### src/rtl/scr_pkg.sv
// Shared types for the screen-RAM access arbiter: default widths, grant
// and arbitration-state encodings.
package scr_pkg;

  localparam int ADDR_W_DEF = 16;
  localparam int DATA_W_DEF = 8;

  typedef enum logic [1:0] {
    GNT_NONE = 2'd0,
    GNT_VID  = 2'd1,
    GNT_CPU  = 2'd2
  } gnt_e;

  typedef enum logic {
    ST_ARB   = 1'b0,
    ST_FORCE = 1'b1
  } arb_st_e;

endpackage

### src/rtl/scr_wr_fifo.sv
// CPU write buffer: synchronous FIFO of {addr,data} entries with registered
// occupancy count and a one-cycle overflow pulse when a push hits a full FIFO.
module scr_wr_fifo #(
  parameter int W     = 24,
  parameter int DEPTH = 4
) (
  input  logic                       clk,
  input  logic                       rst_n,
  input  logic                       push_req,
  input  logic                       pop,
  input  logic [W-1:0]               wdata,
  output logic [W-1:0]               rdata,
  output logic [$clog2(DEPTH):0]     count_nxt,
  output logic                       empty,
  output logic                       ovf_pulse
);

  localparam int PW = $clog2(DEPTH);
  localparam int CW = PW + 1;

  logic [W-1:0]  mem [DEPTH];
  logic [PW-1:0] wr_ptr;
  logic [PW-1:0] rd_ptr;
  logic [CW-1:0] count;
  logic          full;
  logic          push;
  logic          do_pop;

  // Full is judged on the registered count, so a same-cycle pop never frees a slot.
  assign full      = (count == CW'(DEPTH));
  assign empty     = (count == '0);
  assign push      = push_req && !full;
  assign ovf_pulse = push_req && full;
  assign do_pop    = pop && !empty;
  assign rdata     = mem[rd_ptr];

  always_comb begin
    count_nxt = count;
    if (push && !do_pop)
      count_nxt = count + CW'(1);
    else if (!push && do_pop)
      count_nxt = count - CW'(1);
  end

  always_ff @(posedge clk or negedge rst_n) begin
    if (!rst_n) begin
      wr_ptr <= '0;
      rd_ptr <= '0;
      count  <= '0;
    end else begin
      if (push)
        wr_ptr <= wr_ptr + PW'(1);
      if (do_pop)
        rd_ptr <= rd_ptr + PW'(1);
      count <= count_nxt;
    end
  end

  always_ff @(posedge clk) begin
    if (push)
      mem[wr_ptr] <= wdata;
  end

endmodule

### src/rtl/scr_access_arbiter.sv
// Screen RAM port arbiter: video reads win, CPU writes drain from a FIFO in
// idle slots, and a starvation counter forces a write slot when needed.
module scr_access_arbiter
  import scr_pkg::*;
#(
  parameter int ADDR_W     = ADDR_W_DEF,
  parameter int DATA_W     = DATA_W_DEF,
  parameter int FIFO_DEPTH = 4,
  parameter int RD_LAT     = 1,
  parameter int STARVE_MAX = 8
) (
  input  logic              clk,
  input  logic              rst_n,
  input  logic              vid_req,
  input  logic [ADDR_W-1:0] vid_addr,
  output logic              vid_valid,
  output logic [DATA_W-1:0] vid_data,
  output logic              vid_miss,
  input  logic              cpu_wr,
  input  logic [ADDR_W-1:0] cpu_addr,
  input  logic [DATA_W-1:0] cpu_data,
  output logic              cpu_full,
  output logic              cpu_busy,
  output logic              ovf,
  input  logic              ovf_clr,
  output logic [ADDR_W-1:0] ram_addr,
  output logic [DATA_W-1:0] ram_wdata,
  output logic              ram_we,
  input  logic [DATA_W-1:0] ram_q
);

  localparam int FW = ADDR_W + DATA_W;
  localparam int CW = $clog2(FIFO_DEPTH) + 1;
  localparam int SW = $clog2(STARVE_MAX) + 1;

  arb_st_e           state, state_nxt;
  gnt_e              gnt;
  logic [SW-1:0]     starve, starve_nxt;
  logic [RD_LAT:0]   vld_p;
  logic [FW-1:0]     head;
  logic [CW-1:0]     fifo_cnt_nxt;
  logic              fifo_empty;
  logic              fifo_ovf;

  function automatic logic [SW-1:0] sat_inc(input logic [SW-1:0] s);
    return (s == {SW{1'b1}}) ? s : s + SW'(1);
  endfunction

  scr_wr_fifo #(
    .W     (FW),
    .DEPTH (FIFO_DEPTH)
  ) u_wr_fifo (
    .clk       (clk),
    .rst_n     (rst_n),
    .push_req  (cpu_wr),
    .pop       (gnt == GNT_CPU),
    .wdata     ({cpu_addr, cpu_data}),
    .rdata     (head),
    .count_nxt (fifo_cnt_nxt),
    .empty     (fifo_empty),
    .ovf_pulse (fifo_ovf)
  );

  always_ff @(posedge clk or negedge rst_n) begin
    if (!rst_n) begin
      state  <= ST_ARB;
      starve <= '0;
    end else begin
      state  <= state_nxt;
      starve <= starve_nxt;
    end
  end

  always_comb begin
    state_nxt  = state;
    starve_nxt = starve;
    case (state)
      ST_FORCE: begin
        state_nxt  = ST_ARB;
        starve_nxt = '0;
      end
      default: begin
        if (vid_req) begin
          if (!fifo_empty) begin
            starve_nxt = sat_inc(starve);
            if (starve == SW'(STARVE_MAX - 1))
              state_nxt = ST_FORCE;
          end else begin
            starve_nxt = '0;
          end
        end else if (!fifo_empty) begin
          starve_nxt = '0;
        end
      end
    endcase
  end

  always_comb begin
    gnt      = GNT_NONE;
    vid_miss = 1'b0;
    case (state)
      ST_FORCE: begin
        gnt      = GNT_CPU;
        vid_miss = vid_req;
      end
      default: begin
        if (vid_req)
          gnt = GNT_VID;
        else if (!fifo_empty)
          gnt = GNT_CPU;
      end
    endcase
  end

  // Stage p0: register the granted operation onto the RAM port; track read validity.
  always_ff @(posedge clk or negedge rst_n) begin
    if (!rst_n) begin
      ram_addr  <= '0;
      ram_wdata <= '0;
      ram_we    <= 1'b0;
      vld_p     <= '0;
      cpu_full  <= 1'b0;
      cpu_busy  <= 1'b0;
      ovf       <= 1'b0;
    end else begin
      case (gnt)
        GNT_VID: begin
          ram_addr <= vid_addr;
          ram_we   <= 1'b0;
        end
        GNT_CPU: begin
          ram_addr  <= head[FW-1:DATA_W];
          ram_wdata <= head[DATA_W-1:0];
          ram_we    <= 1'b1;
        end
        default: ram_we <= 1'b0;
      endcase
      vld_p    <= (vld_p << 1) | (RD_LAT + 1)'(gnt == GNT_VID);
      cpu_full <= (fifo_cnt_nxt == CW'(FIFO_DEPTH));
      cpu_busy <= (fifo_cnt_nxt != '0) || (gnt == GNT_CPU);
      if (fifo_ovf)
        ovf <= 1'b1;
      else if (ovf_clr)
        ovf <= 1'b0;
    end
  end

  // Stage p1..pRD_LAT: RAM output returns directly, qualified by the valid pipe.
  assign vid_valid = vld_p[RD_LAT];
  assign vid_data  = vid_valid ? ram_q : '0;

endmodule

### config.mk
export PLATFORM = sky130hd
export DESIGN_NAME = scr_access_arbiter
export DESIGN_NICKNAME = d
export VERILOG_FILES = /design/src/rtl/scr_pkg.sv /design/src/rtl/scr_wr_fifo.sv /design/src/rtl/scr_access_arbiter.sv
export SDC_FILE = /design/constraint.sdc
export NUM_CORES = 1
export LEC_CHECK = 0
export CAP_MARGIN = 10
export CORE_UTILIZATION = 50
export DETAILED_ROUTE_END_ITERATION = 12
export GPL_ROUTABILITY_DRIVEN = 0
export HOLD_SLACK_MARGIN = 0.1
export PLACE_DENSITY_LB_ADDON = 0.12
export SLEW_MARGIN = 20
export SYNTH_ARGS = -nofsm -noshare
export SYNTH_HDL_FRONTEND = slang
export SYNTH_SLANG_ARGS = --single-unit
### constraint.sdc
create_clock -name clk -period 2.95 [get_ports clk]
set_input_delay 0.295 -clock clk [delete_from_list [all_inputs] [get_ports clk]]
set_output_delay 0.295 -clock clk [all_outputs]
set_load 0.03 [all_outputs]
# After elaboration in Yosys (flattened, before gate mapping)
# Memory sizes are Yosys's and may differ from the RTL's.
# Index checks and enable logic that the tools add are counted.
# classes
eq_ne,8
reduce_logical,15
add_sub_neg,5
n_mux,22
bitwise_logic,1
# ops
operator,n
$pmux W16 S2,1
$mux W4,5
$mux W1,10
$mux W8,1
$eq A3 B3 Y1 const B,2
$mux W2,3
$mux W3,2
$logic_and A1 B1 Y1,5
$add A2 B1 Y2 const B,2
$add A4 B1 Y4 const B,1
$eq A4 B3 Y1 const B,1
$eq A4 B4 Y1 const B,1
$logic_not A1 Y1,4
$ne A4 B4 Y1 const B,1
$reduce_bool A2 Y1,2
$add A3 B1 Y3 const B,1
$logic_not A3 Y1,1
$ne A3 B3 Y1 const B,1
$reduce_bool A3 Y1,1
$sub A3 B1 Y3 const B,1
$eq A2 B1 Y1 const B,1
$eq A2 B2 Y1 const B,1
$or A2 B1 Y2,1
$reduce_and A2 Y1,1
$logic_or A1 B1 Y1,1
# word_totals
out_inout_bits,38
regBits,42
input_bits,53
ramBits,96
elab_cells,64
mem_count,1
# mem_list
name,words,word_bits,read_ports,rd_clocked_by_memory_dff,wr,line,source
u_wr_fifo.mem,4,24,1,0,1,scr_wr_fifo.sv:21,logic [W-1:0] mem [DEPTH];

# Logic depth before layout (Yosys ltp)
# depth
depth_word,11
ltp_mapped,10
ltp_nobuf,8

# By module
# Synthesis repeated with hierarchy kept, for this count alone.
# hier_totals
hier_cells,342
hier_area_um2,5680.4
# by_module_without_submodules
module,seq_area_each_um2,area_per_inst_um2,instances,cells_per_inst
scr_wr_fifo,3057.9,4025.1,1,184
scr_access_arbiter,875.8,1655.3,1,158

# Worst setup path before layout
# No wires, ideal clock.
# synth_path
path_type,reg-to-reg
start,register u_wr_fifo.count[0]
end,memory u_wr_fifo.mem[0][0] (enable)
t_required_ps,2567
path_stages_with_launch,6
synth_period_minus_slack_ps,2122
slack_ps,828
setup_time_ps,383
arrival_ps,1739
n_path_buf,1
path_cell_list,dfrtp_1 inv_1 ha_1 buf_2 a21boi_2 and2_1
# synth_between
elab_chain_cells,5
# synth_rtl
element,line,source
from (decl),scr_wr_fifo.sv:24,logic [CW-1:0] count;
from (signal assigned),scr_wr_fifo.sv:55,count <= count_nxt;
$eq A3 B3 Y1,scr_wr_fifo.sv:30,assign full = (count == CW'(DEPTH));
$logic_not A1 Y1,scr_wr_fifo.sv:32,assign push = push_req && !full;
$logic_and A1 B1 Y1,scr_wr_fifo.sv:32,
$mux W1,scr_wr_fifo.sv:60,if (push)
$mux W1 (implied by the code),scr_wr_fifo.sv:61,mem[wr_ptr] <= wdata;
to (decl),scr_wr_fifo.sv:21,
# Every way passes these cells.

# Worst setup path in the final report
# layout_path
start,register u_wr_fifo.count[0]
end,register ram_addr[13]
# layout_between
elab_chain_cells,6
word_cells_on_any_way,8
cone_classes,eq/ne: 2; mux: 4; reduce/logical: 2
# layout_rtl
element,line,source
$logic_not A3 Y1 *,scr_wr_fifo.sv:31,assign empty = (count == '0);
$mux W2 *,scr_access_arbiter.sv:109,else if (!fifo_empty)
$mux W2 *,scr_access_arbiter.sv:107,if (vid_req)
$mux W2 *,scr_access_arbiter.sv:101,case (state)
$eq A2 B2 Y1 / $eq A2 B1 Y1 (equally long branches),scr_access_arbiter.sv:126,case (gnt)
$pmux W16 S2 / $reduce_bool A2 Y1 (equally long branches),-,
to (signal assigned),scr_access_arbiter.sv:128,ram_addr <= vid_addr;
to (signal assigned),scr_access_arbiter.sv:132,ram_addr <= head[FW-1:DATA_W];
to (decl),scr_access_arbiter.sv:26,"output logic [ADDR_W-1:0] ram_addr,"
# Every way passes the cells marked *; elsewhere a longest branch is shown, timed or not.
# A chain may end at the register's enable or synchronous reset.

==> qor.txt <==
CP max FO - 25
CTS tree - built
slew at the pin with the worst max-slew slack - 0.712 ns
Critical Path Start Type - flop
Synth Warn # - 0
internal power - 4.92 mW
clock-pin slew on the worst setup and hold paths - 0.06 ns
fraction of the yosys area taken by sequential cells - 70.9%
first-pass GRT wire length - 17300 um
# DRC - 0
global route overflow - 0
RSZ-0062 raised after global routing - false
Die ar. - 11500 um^2
minimum clock period - 2.33 ns
number of global-route vias before repair - 3294
part of the power in registers - 41.0%
Leakage - 2.69 nW
period utilization - 78.9%
cells on worst reg2reg path - 8
H-tree depth - 4
ant diodes - 0
Reg2Reg Setup Slack - 0.62 ns
Gate power share - 30.5%
setup violators final - 0
Seq cells post-synth - 138
Max-Cap Viols - 0
Clock Skew - 0.00788 ns
FFs w/ async S/R, synth - 30.4%
maximum clock rate - 430 MHz
CP endpoint kind - flop
GR Util All Layers - 21.1%
largest net degree at the start of global routing - 43
Primary FF master, synth - edfxtp_1
clock power share - 28.4%
pwr/cell area - 994 nW/um^2
VDD IR max - 0.528 mV
critical path's slowest cell - dfrtp_1
initial core utilization - 51.2%
Worst EP arrival - 2.71 ns
NumNets Final - 472
most frequent cells in the layout - 96 x edfxtp_1, 89 x clkdlybuf4s50_1, 41 x dfrtp_1, 22 x inv_1
Final Max Tran Viols - 0
critical path class - reg -> reg
core outline area - 10800 um^2
sw frac - 31.1%
post-synth cell types - 45
chip width - 107 um
layout cell share with drive strength beyond 1 - 16.3%
post-DR wirelength/cell - 19.4 um
setup ws final - 0.623 ns
Initial DRC Count - 194
Sink Count - 138
Hold Fails Final Rpt - 0
Rel. slew slack - 52.6%
I/O pin cnt - 91
NetSw - 2.22 mW
# rows - 38
Area Growth Syn to Fin - 29.4%
Layout fillers - 789
DR pass1 iterations - 7
initial antenna violation count - 0
Synth Net Count - 363
Worst path max stage delay - 0.45 ns
Clock Latency Late Sink - 0.51 ns
Detail Route Antenna Nets - 0
CP Cell Sequence - inv_1, ha_1, and2b_1, nor2_1, nor2_1, inv_2, a222oi_1, inv_1
Via Count - 3154
dpl hpwl - 6730 um
CP required - 3.33 ns
CTS Buffer Depth - 2
number of buffers created by CTS - 17
Die Y - 107 um
HP Class - in -> async
ratio of routed vias to standard cells - 5.59
cell area after synthesis - 5550 um^2
setup_tns - 0 ns
count of flip-flops with a built-in enable after synthesis - 96
DRT Wirelength - 10900 um
syn_area_per_cell - 18.4 um^2
pre-CTS setup slack - 0.586 ns
Gate Count Post-Synth - 302
Port Buffers - 90
root cell of the clock tree - clkbuf_8
status - finished clean
commonest non-fill, non-tap cell in the layout - edfxtp_1
## metal layers
metal,vias up,global-route usage [%],routed length (um)
li1,1432,-,-
met1,1611,26.4,4630
met2,101,35.6,5610
met3,10,5.63,593
met4,0,7.63,99
met5,-,0,0
## power groups by stage
stage | Combinational, mW | Clock [mW] | Sequential [mW]
after global placement | 2.14 | 0 | 2.94
after detailed placement | 2.19 | 0 | 2.96
final | 2.18 | 2.03 | 2.93
after global routing | 2.34 | 2.17 | 2.99
after floorplan | 1.20 | 0 | 3.15
after CTS | 2.21 | 2.07 | 2.93
## worst max-delay path, delay by kind of cell (launching register included)
kind                       cells  cell delay [ns]
AOI/OAI and AO/OA              1             0.39
DFF                            1             0.45
buffers and inverters          3             0.50
and+or+nand+nor                3             0.52
adders and majority gates      1             0.34
## metrics by stage
step	cells	total power [mW]	utilization, %	hold slack [ns]	cell area, um^2
CTS	564	7.22	66.2	0.325	7180
global placement	531	5.08	60.8	0.333	6600
detailed placement	531	5.15	60.8	0.342	6600
global route	564	7.50	66.2	0.333	7180
finish	564	7.14	66.2	0.320	7180
floorplan	302	4.34	-	-0.000591	5550
## kinds of logic after synthesis
group,Yosys count,synth area share (%)
adders and majority gates,8,1.80
xor gates and xnor gates,4,0.631
AOI/OAI and AO/OA,40,6.22
muxes,32,12.2
DFF,138,70.9
and+or+nand+nor,44,4.55
buffers and inverters,36,3.65
## synthesized netlist by cell type (all sizes together) (2+ instances only)
cell type,number,share of area (%)
edfxtp,96,52
dfrtp,42,19
mux4,24,11
inv,23,1.6
a222oi,16,2.9
and2,13,1.5
buf,10,1.8
ha,8,1.8
mux2,8,1.6
nor2,7,0.47
nand2,6,0.41
nand3,6,0.54
o21ai,6,0.54
a21oi,4,0.43
xnor2,4,0.63
a211oi,2,0.36
a21boi,2,0.34
clkbuf,2,0.14
nor3,2,0.27
nor4,2,0.23
o31ai,2,0.27
## final timing paths
check                                    from                   to
min in group clk                      ovf_clr                  ovf
max                        u_wr_fifo.count[0]         ram_addr[13]
min reg2reg                          vld_p[0]             vld_p[1]
max in group asynchronous               rst_n  u_wr_fifo.rd_ptr[0]
min                                     rst_n                  ovf
max reg2reg                u_wr_fifo.count[0]         ram_addr[13]
## sequential cells by signal, summed over array words and instances, names as in the netlist
| register | count |
|---|---|
| cpu_full | 1 |
| u_wr_fifo.count | 3 |
| ram_we | 1 |
| ram_wdata | 8 |
| u_wr_fifo.rd_ptr | 2 |
| vld_p | 2 |
| starve | 4 |
| state | 1 |
| ovf | 1 |
| cpu_busy | 1 |
| ram_addr | 16 |
| u_wr_fifo.wr_ptr | 2 |
| u_wr_fifo.mem | 96 |
## final cells by class
cell class | instances | area [um^2] | share of cell area [%]
timing repair buffer | 103 | 998 | 13.9
clock buffer | 18 | 418 | 5.82
multi-input combinational | 128 | 1410 | 19.7
tap | 140 | 175 | 2.44
sequential | 138 | 3940 | 54.8
inverter | 23 | 86.3 | 1.20
clock inverter | 14 | 153 | 2.13
## repair_timing
item,in CTS,in global routing
resized for setup,0,0
hold buffers,1,0
endpoints found under the hold margin,42,0
buffers inserted,0,0
Power figures use the tool's default switching activity.
